### src/rtl/fetch_sequencer.sv
// Instruction fetch sequencer: issues one memory request at a time, buffers
// returned words in a 2-entry FIFO toward the decoder, halts on an all-zero
// word and handles branch redirects by flushing and dropping the stale reply.
module fetch_sequencer #(
  parameter int ADDR_WIDTH         = 64,
  parameter int INSTRUCTION_LENGTH = 32
) (
  input  logic                          clk,
  input  logic                          reset,
  input  logic                          start,
  input  logic [ADDR_WIDTH-1:0]         entry_pc,
  output logic                          mem_req_valid,
  input  logic                          mem_req_ready,
  output logic [ADDR_WIDTH-1:0]         mem_req_addr,
  input  logic                          mem_resp_valid,
  input  logic [INSTRUCTION_LENGTH-1:0] mem_resp_data,
  input  logic                          redirect_valid,
  input  logic [ADDR_WIDTH-1:0]         redirect_pc,
  output logic                          inst_valid,
  input  logic                          inst_ready,
  output logic [INSTRUCTION_LENGTH-1:0] inst_out,
  output logic [ADDR_WIDTH-1:0]         inst_pc,
  output logic                          busy,
  output logic                          halted
);

  typedef enum logic [1:0] {
    S_IDLE  = 2'd0,
    S_FETCH = 2'd1,
    S_WAIT  = 2'd2,
    S_HALT  = 2'd3
  } state_t;

  state_t                        r_state;
  state_t                        w_state_next;
  logic [ADDR_WIDTH-1:0]         r_pc;
  logic [ADDR_WIDTH-1:0]         r_out_pc;
  logic                          r_drop;
  logic [INSTRUCTION_LENGTH-1:0] r_fifo_data [2];
  logic [ADDR_WIDTH-1:0]         r_fifo_pc   [2];
  logic                          r_rd_ptr;
  logic                          r_wr_ptr;
  logic [1:0]                    r_count;

  logic w_req_valid;
  logic w_req_fire;
  logic w_redirect;
  logic w_resp_wait;
  logic w_zero;
  logic w_push;
  logic w_pop;
  logic w_outstanding_next;

  // A request is only offered when there is guaranteed room for its reply,
  // which is what keeps the 2-entry FIFO from ever overflowing.
  assign w_req_valid = (r_state == S_FETCH) && (r_count < 2'd2) && !r_drop;
  assign w_req_fire  = w_req_valid && mem_req_ready;
  assign w_redirect  = redirect_valid && (r_state != S_IDLE);
  assign w_resp_wait = (r_state == S_WAIT) && mem_resp_valid;
  assign w_zero      = (mem_resp_data == '0);
  assign w_push      = w_resp_wait && !w_zero && !w_redirect;
  assign w_pop       = (r_count != 2'd0) && inst_ready && !w_redirect;
  // Will a reply still be owed to us after this edge? Used to arm the drop
  // flag on a redirect so the stale reply is swallowed later.
  assign w_outstanding_next = ((r_state == S_WAIT) && !mem_resp_valid) ||
                              w_req_fire ||
                              (r_drop && !mem_resp_valid);

  // State register
  always_ff @(posedge clk) begin
    if (reset) r_state <= S_IDLE;
    else       r_state <= w_state_next;
  end

  // Next-state logic; redirect outranks everything except in IDLE
  always_comb begin
    w_state_next = r_state;
    case (r_state)
      S_IDLE:  if (start) w_state_next = S_FETCH;
      S_FETCH: begin
        if (w_redirect)      w_state_next = S_FETCH;
        else if (w_req_fire) w_state_next = S_WAIT;
      end
      S_WAIT: begin
        if (w_redirect)          w_state_next = S_FETCH;
        else if (mem_resp_valid) w_state_next = w_zero ? S_HALT : S_FETCH;
      end
      S_HALT:  if (w_redirect) w_state_next = S_FETCH;
      default: w_state_next = S_IDLE;
    endcase
  end

  // Outputs, forced to zero while reset is held
  always_comb begin
    mem_req_valid = !reset && w_req_valid;
    mem_req_addr  = reset ? '0 : r_pc;
    inst_valid    = !reset && (r_count != 2'd0);
    inst_out      = reset ? '0 : r_fifo_data[r_rd_ptr];
    inst_pc       = reset ? '0 : r_fifo_pc[r_rd_ptr];
    busy          = !reset && ((r_state == S_FETCH) || (r_state == S_WAIT));
    halted        = !reset && (r_state == S_HALT);
  end

  // Program counter, outstanding address, drop flag and FIFO bookkeeping
  always_ff @(posedge clk) begin
    if (reset) begin
      r_pc     <= '0;
      r_out_pc <= '0;
      r_drop   <= 1'b0;
      r_rd_ptr <= 1'b0;
      r_wr_ptr <= 1'b0;
      r_count  <= 2'd0;
    end else begin
      if ((r_state == S_IDLE) && start) r_pc <= entry_pc;
      else if (w_redirect)              r_pc <= redirect_pc;
      else if (w_req_fire)              r_pc <= r_pc + ADDR_WIDTH'(4);

      if (w_req_fire) r_out_pc <= r_pc;

      if (w_redirect)                    r_drop <= w_outstanding_next;
      else if (r_drop && mem_resp_valid) r_drop <= 1'b0;

      if (w_redirect) begin
        r_rd_ptr <= 1'b0;
        r_wr_ptr <= 1'b0;
        r_count  <= 2'd0;
      end else begin
        if (w_push) r_wr_ptr <= ~r_wr_ptr;
        if (w_pop)  r_rd_ptr <= ~r_rd_ptr;
        case ({w_push, w_pop})
          2'b10:   r_count <= r_count + 2'd1;
          2'b01:   r_count <= r_count - 2'd1;
          default: r_count <= r_count;
        endcase
      end
    end
  end

  // FIFO storage, one slot per generate iteration
  for (genvar gi = 0; gi < 2; gi++) begin : g_slot
    always_ff @(posedge clk) begin
      if (reset) begin
        r_fifo_data[gi] <= '0;
        r_fifo_pc[gi]   <= '0;
      end else if (w_push && (r_wr_ptr == 1'(gi))) begin
        r_fifo_data[gi] <= mem_resp_data;
        r_fifo_pc[gi]   <= r_out_pc;
      end
    end
  end

endmodule

### config.mk
export PLATFORM = sky130hd
export DESIGN_NAME = fetch_sequencer
export DESIGN_NICKNAME = d
export VERILOG_FILES = /design/src/rtl/fetch_sequencer.sv
export SDC_FILE = /design/constraint.sdc
export NUM_CORES = 1
export LEC_CHECK = 0
export BUFFER_PORTS_ARGS = -buffer_cell sky130_fd_sc_hd__buf_2
export CORE_MARGIN = 2
export CORE_UTILIZATION = 50
export CTS_CLUSTER_SIZE = 28
export DETAILED_ROUTE_END_ITERATION = 16
export GPL_TIMING_DRIVEN = 0
export PLACE_DENSITY = 0.76
export REMOVE_ABC_BUFFERS = 1
export SETUP_SLACK_MARGIN = 0.4
export SLEW_MARGIN = 15
export SYNTH_ARGS = -nofsm -noshare
export SYNTH_HDL_FRONTEND = slang
export SYNTH_SLANG_ARGS = --single-unit
### constraint.sdc
create_clock -name clk -period 6.1 [get_ports clk]
set_input_delay 0.61 -clock clk [delete_from_list [all_inputs] [get_ports clk]]
set_output_delay 0.61 -clock clk [all_outputs]
set_load 0.02 [all_outputs]
==> results.cfg <==
[outcome]
status = complete, no violations

[layout]
drive_above_1_share = 0.234
mostFrequentLayoutCells = buf_2, and2_1, edfxtp_1
postLayoutCoreUtil = 0.629
stdcell_count = 2309
num-fill-cells = 2595
multi_input_area_um2 = 6820
final_common_cell = buf_2
nets = 2054
seq_area_um2 = 8490
syn_to_final_growth_pct = 23.0

[detailed_routing]
dr.first_iter.drc_count = 852
num_vias = 13000
wire_per_inst_um = 19.0
via_per_inst = 5.62
wl_um = 44000
drc = 0
drt_pre_antenna_iters = 6
ant_nets = 0

[floorplan]
die_w_um = 181
die_h_um = 181
dieArea_um2 = 32900
ios = 331
core_area_um2 = 30700
start_util = 0.511
rows = 64

[power_and_ir_drop]
max-vdd-ir-drop_v = 0.000207
leakage_nw = 7.47
powerDensity_nw_per_um2 = 335
p_total_mw = 6.49

[min_path]
hold_class = input pin to flop

[clock_tree]
clk_latency_ns = 0.51
path_clk_slew_ns = 0.06
cts_root_buf = clkbuf_16
htree_num_levels = 2
cts_sinks = 328
cts_buffers = 36
clk_path_buf_depth = 3
hold_buffers = 0
cts.repair.resized = 0
post_cts.repair.setup_buffers = 0
cts_tree = done

[placement]
dp.cells = 2239
portBuffers = 330
finalWeightedCongestion = 0.867
hpwlAfterDp_um = 30100

[yosys]
yosysWarningCount = 0
synth_area_leaders = edfxtp_1, dfxtp_1, and2_1, mux2i_1, nor2_1
syn_area_per_cell_um2 = 9.91
async_flop_share = 0
yosysTopAreaCellShare = 0.367
synth_top_cell_by_area = edfxtp_1
syn_inst = 1587
synthFlopType = edfxtp_1
yosysSeqAreaShare = 0.540
synth-edff-count = 192
synth.distinct_cells = 56
netlist_area_um2 = 15700
ys_ff_latch = 328

[timing]
hold_viol = 0
setup_viol = 0
fin_crit_ns = 3.81
worst-slew-pin-transition_ns = 1.05
fmax_ghz = 0.263
fin_skew_ns = 0.0189
rsz0062_at_grt = no
whs_ns = 0.337
setup_tns_ns = 0
fin_crit_sh = 0.624
relSlewSlack = 0.298
drv_slew = 0

[global_route]
grtUsageTotal = 0.261
grt_pass1_vias = 12600
grt_max_degree = 137
grt_first_pass_wirelength_um = 68200
grt_antenna_before_repair = 6
grt_overflow = 0

[worst_setup_path]
cp_slowest_cell = nor3_2
crit_top_cell = buf_4
cp-end-kind = flop
criticalPathCategory = flop to flop
required_ns = 6.48
cpPeakStageDelay_ns = 0.79
path_max_fanout = 25
cp_data_arrival_time_ns = 4.18
setup.worst_path.start_class = flop
crit_chain = inv_1, ha_1, nand2b_4, o2111ai_1, nor3_2, buf_4, buf_6, buf_4, buf_4, buf_6, and2_1

[flow_run]
drv_cap = 0
==> final cells by class <==
cell class / instances / share of cell area
Clock buffer: 53 / 0.0525
Tap cell: 396 / 0.0256
Antenna cell: 5 / 0.000647
Timing Repair Buffer: 372 / 0.121
Inverter: 17 / 0.00330
Clock inverter: 12 / 0.00479
Multi-Input combinational cell: 1126 / 0.353
Sequential cell: 328 / 0.439
==> sequential cells by signal, indices dropped and copies added (netlist names), named ones only <==
signal       cells
r_fifo_data     64
r_count          2
r_drop           1
r_state          2
r_wr_ptr         1
r_fifo_pc      128
r_rd_ptr         1
r_out_pc        64
r_pc            64
==> through the flow <==
stage,worst slack (ns),cell area (um^2)
after floorplan,-2.48,15300
after global placement,-11.53,17400
after detailed placement,2.10,18200
after CTS,2.24,19300
after global routing,2.00,19300
final,2.29,19300
==> where the power goes <==
| part | internal (mW) | leakage [nW] | switching, mW |
|---|---|---|---|
| logic | 0.595 | 3.83 | 0.951 |
| registers | 2.58 | 3.10 | 0.295 |
| clock network | 1.20 | 0.544 | 0.864 |
| total | 4.38 | 7.47 | 2.11 |
==> cell usage after synthesis, types with 16 or more instances <==
cell type,instances
a211oi_1,36
xnor2_1,39
dfxtp_1,136
o22ai_1,37
a21oi_1,96
nor3_1,27
nor2_1,183
nor4_1,21
and2_1,193
mux2i_1,102
inv_1,17
nor2b_1,56
nand3_1,27
clkbuf_1,86
buf_1,21
nand2_1,170
o21ai_0,16
nand4_1,22
edfxtp_1,192
==> cell families after synthesis <==
logic type	Yosys count	share of synthesized area
simple gates	733	0.236
flops	328	0.540
compound gates	234	0.0926
buf+inv	133	0.0326
mux	104	0.0664
xor+xnor	49	0.0273
fa+ha+maj	6	0.00478
==> worst paths after layout <==
kind / end / depth (start not counted) / slack [ns] / startpoint
setup / recovery: r_fifo_pc[0][62] / 11 / 2.29 / r_state[0]
hold reg to reg: r_out_pc[57] / 2 / 0.46 / r_out_pc[57]
setup reg to reg: r_fifo_pc[0][62] / 11 / 2.29 / r_state[0]
hold / removal: r_pc[17] / 2 / 0.34 / entry_pc[17]
==> routing by layer <==
metal / routed length [um] / share of wire / vias to the layer above / GRT usage
met4: 1340 / 0.030 / 2 / 0.0898
met3: 3290 / 0.075 / 85 / 0.0464
li1: - / - / 6156 / -
met2: 20700 / 0.47 / 541 / 0.428
met1: 18700 / 0.42 / 6191 / 0.350
met5: 12 / 0.00027 / - / 0
==> worst max-delay path, delay by kind of cell (launching register included) <==
kind | cells | cell delay, ns
AO/OA/AOI/OAI | 1 | 0.53
adder cells (fa/ha/maj) | 1 | 0.35
buffers and inverters | 6 | 1.06
flip-flops | 1 | 0.34
AND/OR/NAND/NOR | 3 | 1.38
(Power assumes the default switching activity.)
